--- src/rtl/lc3b_mem_access_ctrl.sv ---
// lc3b_mem_access_ctrl
//   Sequencer for LC-3b LDB/LDW/STB/STW. It steers the shared address adder,
//   latches the effective address into MAR and runs a ready handshake with a
//   multi-cycle memory. It formats load data and store byte lanes, and aborts
//   on unaligned word accesses, on memory timeouts and on illegal opcodes.
//
// Ports
//   clk, reset             system clock, synchronous active-high reset
//   start, IR, SR          request plus instruction and store data (taken in IDLE)
//   ADDR_OUT               adder result
//   ADDR1_SEL, ADDR2_SEL,
//   LSHFT, IR_OUT          adder controls and latched IR
//   mem_en, mem_we,
//   mem_wmask, mem_wdata,
//   MAR                    memory request (mem_en/we/wmask/wdata are registered)
//   mem_rdata, mem_ready   memory response
//   load_data              formatted load result, held until the next load
//   busy, done, err        status; done and err are one-cycle pulses
//   err_code               01 unaligned, 10 timeout, 11 illegal opcode
//
// state | meaning
// ------+------------------------------------------------------------
// IDLE  | waiting for start, decode opcode on accept
// CALC  | adder computes BaseR + offset6, result latched into MAR
// MEM   | memory request outstanding, timeout counter running
// FMT   | load data byte select / sign extension
// DONE  | one-cycle done pulse
// ERR   | one-cycle err pulse, err_code already valid
module lc3b_mem_access_ctrl #(
  parameter int TIMEOUT = 16,
  parameter int TO_W    = 8
) (
  input  logic        clk,
  input  logic        reset,
  input  logic        start,
  input  logic [15:0] IR,
  input  logic [15:0] SR,
  input  logic [15:0] ADDR_OUT,
  output logic [1:0]  ADDR1_SEL,
  output logic [2:0]  ADDR2_SEL,
  output logic        LSHFT,
  output logic [15:0] IR_OUT,
  output logic        mem_en,
  output logic        mem_we,
  output logic [1:0]  mem_wmask,
  output logic [15:0] MAR,
  output logic [15:0] mem_wdata,
  input  logic [15:0] mem_rdata,
  input  logic        mem_ready,
  output logic [15:0] load_data,
  output logic        busy,
  output logic        done,
  output logic        err,
  output logic [1:0]  err_code
);

  typedef enum logic [2:0] {
    S_IDLE,
    S_CALC,
    S_MEM,
    S_FMT,
    S_DONE,
    S_ERR
  } state_t;

  localparam logic [TO_W-1:0] TO_LAST = TO_W'(TIMEOUT - 1);

  state_t          state, next_state;
  logic [15:0]     ir_q, sr_q, mar_q, rdata_q, load_data_q;
  logic [1:0]      err_code_q;
  logic [TO_W-1:0] to_cnt;
  logic            mem_en_q, mem_we_q;
  logic [1:0]      wmask_q;
  logic [15:0]     wdata_q;

  logic            legal_op;
  logic            is_word, is_store;
  logic            addr_lsb;
  logic [1:0]      wmask_nxt;
  logic [15:0]     wdata_nxt;
  logic [7:0]      ld_byte;

  // Opcode classes: 0010 LDB, 0110 LDW, 0011 STB, 0111 STW.
  // IR[14] marks word ops and IR[12] marks stores.
  assign legal_op = ~IR[15] & IR[13];
  assign is_word  = ir_q[14];
  assign is_store = ir_q[12];

  // MAR is only written at the end of CALC, so the lane choice taken on
  // entry to MEM has to look at the adder output directly.
  assign addr_lsb = (state == S_CALC) ? ADDR_OUT[0] : mar_q[0];

  always_comb begin
    wmask_nxt = 2'b00;
    wdata_nxt = 16'h0000;
    if (is_store) begin
      if (is_word) begin
        wmask_nxt = 2'b11;
        wdata_nxt = sr_q;
      end else begin
        wmask_nxt = addr_lsb ? 2'b10 : 2'b01;
        wdata_nxt = {sr_q[7:0], sr_q[7:0]};
      end
    end
  end

  assign ld_byte = mar_q[0] ? rdata_q[15:8] : rdata_q[7:0];

  always_comb begin
    next_state = state;
    ADDR1_SEL  = 2'd0;
    ADDR2_SEL  = 3'd0;
    LSHFT      = 1'b0;
    case (state)
      S_IDLE: begin
        if (start) next_state = legal_op ? S_CALC : S_ERR;
      end
      S_CALC: begin
        ADDR1_SEL  = 2'd1;
        ADDR2_SEL  = 3'd1;
        LSHFT      = is_word;
        next_state = (is_word && ADDR_OUT[0]) ? S_ERR : S_MEM;
      end
      S_MEM: begin
        if (mem_ready)              next_state = is_store ? S_DONE : S_FMT;
        else if (to_cnt == TO_LAST) next_state = S_ERR;
      end
      S_FMT:   next_state = S_DONE;
      S_DONE:  next_state = S_IDLE;
      S_ERR:   next_state = S_IDLE;
      default: next_state = S_IDLE;
    endcase
  end

  always_ff @(posedge clk) begin
    if (reset) begin
      state       <= S_IDLE;
      ir_q        <= '0;
      sr_q        <= '0;
      mar_q       <= '0;
      rdata_q     <= '0;
      load_data_q <= '0;
      err_code_q  <= '0;
      to_cnt      <= '0;
      mem_en_q    <= 1'b0;
      mem_we_q    <= 1'b0;
      wmask_q     <= 2'b00;
      wdata_q     <= '0;
    end else begin
      state <= next_state;

      // Memory-side outputs are valid exactly while the state is MEM.
      if (next_state == S_MEM) begin
        mem_en_q <= 1'b1;
        mem_we_q <= is_store;
        wmask_q  <= wmask_nxt;
        wdata_q  <= wdata_nxt;
      end else begin
        mem_en_q <= 1'b0;
        mem_we_q <= 1'b0;
        wmask_q  <= 2'b00;
        wdata_q  <= '0;
      end

      case (state)
        S_IDLE: begin
          if (start) begin
            ir_q       <= IR;
            sr_q       <= SR;
            err_code_q <= legal_op ? 2'b00 : 2'b11;
          end
        end
        S_CALC: begin
          mar_q  <= ADDR_OUT;
          to_cnt <= '0;
          if (is_word && ADDR_OUT[0]) err_code_q <= 2'b01;
        end
        S_MEM: begin
          if (mem_ready)              rdata_q    <= mem_rdata;
          else if (to_cnt == TO_LAST) err_code_q <= 2'b10;
          else                        to_cnt     <= to_cnt + 1'b1;
        end
        S_FMT: begin
          load_data_q <= is_word ? rdata_q : {{8{ld_byte[7]}}, ld_byte};
        end
        default: ;
      endcase
    end
  end

  assign IR_OUT    = ir_q;
  assign MAR       = mar_q;
  assign mem_en    = mem_en_q;
  assign mem_we    = mem_we_q;
  assign mem_wmask = wmask_q;
  assign mem_wdata = wdata_q;
  assign load_data = load_data_q;
  assign err_code  = err_code_q;
  assign busy      = (state != S_IDLE);
  assign done      = (state == S_DONE);
  assign err       = (state == S_ERR);

endmodule
--- config.mk ---
export PLATFORM = sky130hd
export DESIGN_NAME = lc3b_mem_access_ctrl
export DESIGN_NICKNAME = d
export VERILOG_FILES = /design/src/rtl/lc3b_mem_access_ctrl.sv
export SDC_FILE = /design/constraint.sdc
export NUM_CORES = 1
export LEC_CHECK = 0
export BUFFER_PORTS_ARGS = -buffer_cell sky130_fd_sc_hd__buf_2
export CORE_ASPECT_RATIO = 1.1
export CORE_MARGIN = 5
export CORE_UTILIZATION = 40
export CTS_BUF_LIST = sky130_fd_sc_hd__clkbuf_16
export CTS_CLUSTER_DIAMETER = 40
export DETAILED_ROUTE_END_ITERATION = 10
export HOLD_SLACK_MARGIN = 0.1
export PLACE_DENSITY = 0.72
export SLEW_MARGIN = 20
export SYNTH_ARGS = -nofsm -noshare
export SYNTH_HDL_FRONTEND = slang
export SYNTH_SLANG_ARGS = --single-unit
--- constraint.sdc ---
create_clock -name clk -period 1.9 [get_ports clk]
set_clock_uncertainty 0.1 [all_clocks]
set_input_delay 0.38 -clock clk [delete_from_list [all_inputs] [get_ports clk]]
set_output_delay 0.38 -clock clk [all_outputs]
set_load 0.03 [all_outputs]
==> results of run 1 <==
[how the worst min path moves through the flow]
stage	startpoint	to	slack [ps]	depth (start not counted)
after CTS	IR[0]	IR_OUT[0]	100	3
after floorplan	rdata_q[0]	rdata_q[0]	340	2
after global routing	IR[6]	IR_OUT[6]	100	3
after global placement	MAR[1]	MAR[1]	340	2
final	mem_rdata[10]	rdata_q[10]	120	3
after detailed placement	MAR[4]	MAR[4]	340	2
[cells in the final DEF (no fill, tap or decap), drive strengths merged, types with 2 or more instances in the layout]
| cell | synthesis | final |
|---|---|---|
| bufinv | 0 | 2 |
| o211ai | 4 | 4 |
| a21o | 4 | 4 |
| mux2i | 17 | 17 |
| xor2 | 5 | 5 |
| and3 | 2 | 2 |
| clkinv | 0 | 9 |
| nor3 | 22 | 22 |
| nor3b | 12 | 12 |
| and2 | 3 | 3 |
| nand3 | 4 | 4 |
| o21ai | 4 | 4 |
| dfxtp | 113 | 113 |
| inv | 2 | 2 |
| conb | 1 | 3 |
| a211oi | 8 | 8 |
| buf | 12 | 183 |
| nand2 | 133 | 133 |
| nand2b | 3 | 3 |
| a32oi | 2 | 2 |
| clkbuf | 30 | 20 |
| nor2b | 4 | 4 |
| a21oi | 74 | 74 |
| nor2 | 33 | 33 |
| clkinvlp | 0 | 2 |
| or4 | 2 | 2 |
| o2111ai | 3 | 3 |
| or3 | 2 | 2 |
[layer usage]
layer	routed length, µm	share of wire (%)	vias to the layer above	GRT usage [%]
li1	-	-	2054	-
met1	4972	40	1925	21.31
met2	6161	50	141	30.12
met3	1011	8.1	28	7.262
met4	278	2.2	0	6.157
met5	0	0	-	0
[power by group through the flow]
stage	Combinational (W)	Sequential, W	Clock, W
after floorplan	0.000509	0.00276	0
after global placement	0.000955	0.00262	0
after detailed placement	0.000976	0.00262	0
after CTS	0.00102	0.00258	0.00297
after global routing	0.00123	0.00259	0.00309
final	0.00113	0.00258	0.00292
[flip-flops by register name (all words and copies together) (netlist names), 2 cells and up]
register   cells
load_data     16
MAR           16
IR_OUT        16
state          3
mem_wmask      2
sr_q          16
to_cnt         8
rdata_q       16
mem_wdata     16
err_code       2
[tightest hold or removal path, delay by kind of cell]
family | cells | cell delay [ps]
AND/OR/NAND/NOR | 1 | 40
buffers and inverters | 1 | 90
AO/OA/AOI/OAI | 1 | 50
[cell type report]
cell class / instances / share of cell area, %
Clock buffer: 17 / 6.878
Multi-Input combinational cell: 357 / 31.92
Sequential cell: 113 / 36.62
Tap cell: 147 / 2.974
Inverter: 2 / 0.2023
Timing Repair Buffer: 186 / 19.40
Clock inverter: 13 / 2.003
[kinds of logic (layout without fill, tap and decap cells)]
family | count (synthesis) | after routing
buf+inv | 45 | 218
compound gates | 104 | 104
mux | 18 | 18
other cells | 1 | 3
flops | 113 | 113
simple gates | 226 | 226
xor+xnor | 5 | 5
fa+ha+maj | 1 | 1
[what timing repair did]
| item | in CTS | in global routing |
|---|---|---|
| pin swaps | 3 | 4 |
| buffers inserted | 3 | 7 |
| hold endpoints to repair | 0 | 0 |
| hold buffers | 0 | 0 |
| gates resized for setup | 19 | 9 |
| endpoints found under the setup margin | 29 | 28 |
| cloned | 0 | 3 |
[per-stage QoR]
step / cell area [µm²] / utilization (%) / total power [W] / setup TNS [ps]
finish: 6185 / 56.95 / 0.006638 / -3081
global route: 6185 / 56.95 / 0.006908 / -4192
CTS: 6032 / 55.54 / 0.006571 / -2106
detailed placement: 5398 / 49.70 / 0.003598 / -2160
global placement: 5398 / 49.70 / 0.003571 / -1807
floorplan: 4425 / - / 0.003265 / -2422
==> metrics.txt, run 1 <==
R2R depth 6; end of the worst register-to-register path mem_wdata[14]; Final Hold Fails 0; Mean Syn Cell Area between 8 and 9 µm²; Multi-input gate area 1974 µm²; DRC violations left 0; Vias 4148; Port Buffers 143; internal power 0.004856 W; Peak VDD IR 0.0008139 V; first-pass GRT wire length 18.92 mm; core footprint 10860 µm²; crit path capture type flip-flop; Critical Path Max Stage Delay 550 ps; run status finished, violations left; initial antenna violation count 0; clock-pin slew on the worst setup and hold paths 50 ps; violated checks setup timing; worst path cell trace or4_4 > or3_4 > a32oi_4 > buf_12 > clkbuf_16 > nor3_1; RD Place Congestion 0.8615; Worst EP required approximately 2100 ps; Final Setup Violations 24; Die ar. between 10000 and 15000 µm²; largest family of logic cells by synthesized area simple AND/OR/NAND/NOR gates; Final nets 746; Routed WL about 12 mm; R2R setup slack -170 ps; Crit path max-delay family simple AND/OR/NAND/NOR gates; Seq. cell area 2265 µm²; DP HPWL between 8 and 9 mm; largest net degree at the start of global routing 37; Final Max Slew Viols 0; clock latency on the worst-skew pair 400 ps; Post-synth ARST share 0%; clock network fraction of total power 44.1%; Tot GR Track Use 18.26%; Synth Flop Type dfxtp_1; Synth Area in Simple Gates around a quarter; crit path capture mem_wdata[14]; Synth cell types 47; adder-cell share of the synthesized area less than 1%; CP Class reg -> reg; power density cells 1073 nW/µm²; max_cap viols 0; Final Non-Filler Cells 835; XOR/XNOR Fraction of Synth Area 0.9957%; Post-synth EDFFs 0; Period minus WS final about 2100 ps; worst hold slack 117.5 ps; CTS Root Cell clkbuf_16; antenna cell count 0; die height 120.0 µm; Seq pwr share 38.9%; pre-CTS setup slack -114.2 ps; Initial Utilization 40.50%; Warnings, synthesis 0; slowest stage cell on the critical path or4_4; RSZ-0062 raised after global routing true; Area Growth Syn to Fin 40.63%; placed cells 792; worst setup margin -173.6 ps; worst-path maximum fanout 5; Inserted Clock Buffers 17; Post-Synthesis Cell Area 4398 µm²; antenna viol nets, final 0; Switching Fraction 26.85%; Slew HR 60.27%; Congestion Overflow GR 0; r2r startpoint to_cnt[4]; top cell type's share of synthesized area 51.44%; Avg WL per Cell 14.88 µm; Hold Crit Class in -> reg; fillcell total 980; vias in the first global route 3972; Post-Synthesis Cells between 500 and 600; #FFs+latches synth 113; CTS H-tree lvls 4; post-route clock period utilization 109.1%; top cell type by total area after synthesis dfxtp_1; most common cell in the netlist nand2_1; First-pass DRT Iterations 4; deepest clock path buffer count 2; Net Sw Power 0.001782 W; critical path buffer and inverter count 2; register area share after synthesis 51.44%; Crit path arrival time 2250 ps; compound-cell area share of the yosys netlist 13.97%; num rows 40; Die X 110.0 µm; mux contribution to synthesized area 4.125%; worst-margin pin slew just under 600 ps; CTS tree done; CP Launch Type flip-flop; Comb pwr share 17.1%; initial DRC count roughly 200; CP Depth 6; Static Leak 2.658 nW; layout cells sized above 1 35.17%; synth top area cells dfxtp_1, nand2_1, a21oi_1, mux2i_1, nor2_1; Critical Path Start to_cnt[4]; via/cell ratio 4.968; maximum clock rate 482.3 MHz; I/O pin total approximately 150; Sink Count 113; commonest cells in the netlist nand2_1, dfxtp_1, a21oi_1
Power figures use the tool's default switching activity.
==> run 2: changes to the inputs <==
Settings changed: BUFFER_PORTS_ARGS -buffer_cell sky130_fd_sc_hd__buf_2 to -buffer_cell sky130_fd_sc_hd__buf_4.
Clock period 1.9 ns to 1.8 ns, I/O delays scaled along.
==> run 2 against run 1 <==
The run still ends with setup timing left; clock power rose by 3%; die area did not move; register-to-register slack got worse by 30 ps; critical endpoint is now mem_wdata[13]; largest power group unchanged.
==> metrics.txt, run 2 (synthesis results as in run 1) <==
run status finished, violations left; violated checks setup timing; Final Non-Filler Cells 845 (+1.2%); CTS H-tree lvls 4 (unchanged); Slew HR 44.26% (-16 points); Final Hold Fails 0 (unchanged); worst setup margin -200.8 ps (-27.24 ps); placed inst area 5746 µm² (+6.4%); clock network fraction of total power 41.9% (-2.2 points); Static Leak 2.884 nW (+8.5%); worst-path maximum fanout 11 (+6); Port Buffers 143 (unchanged); commonest non-fill, non-tap cell in the layout buf_4; worst-margin pin slew 834.4 ps (+242.5 ps); Area Growth Syn to Fin 56.84%; first-pass GRT wire length 19.98 mm (+5.6%); layout cells sized above 1 42.84% (+7.7 points); Congestion Overflow GR 0 (unchanged); I/O pin total 147 (unchanged); post-route clock period utilization 111.2% (+2.0 points); CTS tree done; Pwr Total 0.007204 W (+8.5%); RD Place Congestion 0.8735 (+1.4%); CP Class reg -> reg; Vias 4296 (+3.6%); antenna cell count 0 (unchanged); antenna viol nets, final 0 (unchanged); crit path capture type flip-flop; RSZ-0062 raised after global routing true; Tot GR Track Use 19.25% (+0.98 points); Die X 110.0 µm (unchanged); DP HPWL 8.781 mm (+2.7%); Comb pwr share 20.2% (+3.1 points); Peak VDD IR 0.0006705 V (-18%); Switching Fraction 27.16% (+0.31 points); initial DRC count 241 (+22%); Period minus WS final 2001 ps (-72.76 ps); initial antenna violation count 0 (unchanged); vias in the first global route 4189 (+5.5%); placed cells 791 (-0.13%); maximum clock rate 499.8 MHz (+3.6%); die height 120.0 µm (unchanged); Die ar. 13190 µm² (unchanged); most frequent cells in the layout buf_4, dfxtp_1, nand2_1; clock latency on the worst-skew pair 400 ps (about the same); Net Sw Power 0.001957 W (+9.8%); power density cells 1044 nW/µm² (-2.7%); Seq pwr share 38.0% (-0.9 points); Final Max Slew Viols 0 (unchanged); core footprint 10860 µm² (unchanged); Inserted Clock Buffers 17 (unchanged); Routed WL 13.64 mm (+9.8%); Sink Count 113 (unchanged); First-pass DRT Iterations 5 (+1); Finished Cell Area 6898 µm² (+12%); clock-pin slew on the worst setup and hold paths 50 ps (about the same); internal power 0.005247 W (+8.1%); DRC violations left 0 (unchanged); via/cell ratio 5.084 (+2.3%); CP Launch Type flip-flop; Final Setup Violations 55 (+130%); max_cap viols 0 (unchanged); Worst EP required 1970 ps (-100 ps); largest net degree at the start of global routing 43 (+16%); Initial Utilization 40.50% (unchanged); CTS Root Cell clkbuf_16; num rows 40 (unchanged); Avg WL per Cell 16.14 µm (+8.5%); Hold Crit Class in -> reg; Crit path arrival time 2170 ps (-80 ps); Final nets 755 (+1.2%); deepest clock path buffer count 2 (unchanged)
## run 2: routing by layer
metal  GRT usage [%]  share of wire, %
met1           23.61                42
met2           30.80                49
met4           7.716               2.0
met5               0                 0
met3           6.294               7.4
## run 2: final cells by class
class | count | area (µm²)
clock buffers | 17 | 425.4
clock inverters | 14 | 108.9
fillers | 859 | 3963
inverters | 2 | 10.01
multi-input cells | 357 | 2261
flip-flops and latches | 113 | 2275
well taps | 147 | 183.9
repair buffers | 195 | 1634
## run 2: critical path: stages, from the launching register on
cell	delay (ps)
dfxtp_2	310
or4_4	530
or3_4	410
a32oi_4	260
buf_6	190
nor3_1	70
## run 2: path summary, 6_finish.rpt
kind                                      end  cells after the start  slack, ps  startpoint
worst min register to register         MAR[9]                      2        350      MAR[9]
worst max-delay path            mem_wdata[13]                      5       -200   to_cnt[6]
worst min-delay path               IR_OUT[11]                      3        110      IR[11]
worst max register to register  mem_wdata[13]                      5       -200   to_cnt[6]
## run 2: repair_timing
item | 4_1_cts | 5_1_grt
buffers inserted | 10 | 4
hold buffers | 4 | 2
resized for setup | 25 | 82
hold endpoints to repair | 4 | 2
pin swaps | 4 | 41
gates cloned | 1 | 4
setup endpoints to repair | 47 | 76
## run 2: power by group through the flow
| stage | clock network [W] | registers, W | logic [W] |
|---|---|---|---|
| floorplan | 0 | 0.00291 | 0.000545 |
| global placement | 0 | 0.00277 | 0.00111 |
| detailed placement | 0 | 0.00278 | 0.00113 |
| CTS | 0.00305 | 0.00273 | 0.00126 |
| global route | 0.00318 | 0.00275 | 0.00155 |
| finish | 0.00302 | 0.00274 | 0.00145 |
## run 2: per-stage QoR
stage | worst slack (ps) | utilization (%) | setup TNS [ps] | hold WS [ps]
finish | -200.8 | 63.51 | -5460 | 108.4
global route | -244.7 | 63.51 | -8203 | 102.4
CTS | -203.9 | 59.97 | -4592 | 100.3
detailed placement | -208.5 | 52.90 | -5311 | 347.9
global placement | -177.3 | 52.90 | -4214 | 342.6
floorplan | -239.1 | - | -4672 | 335.7
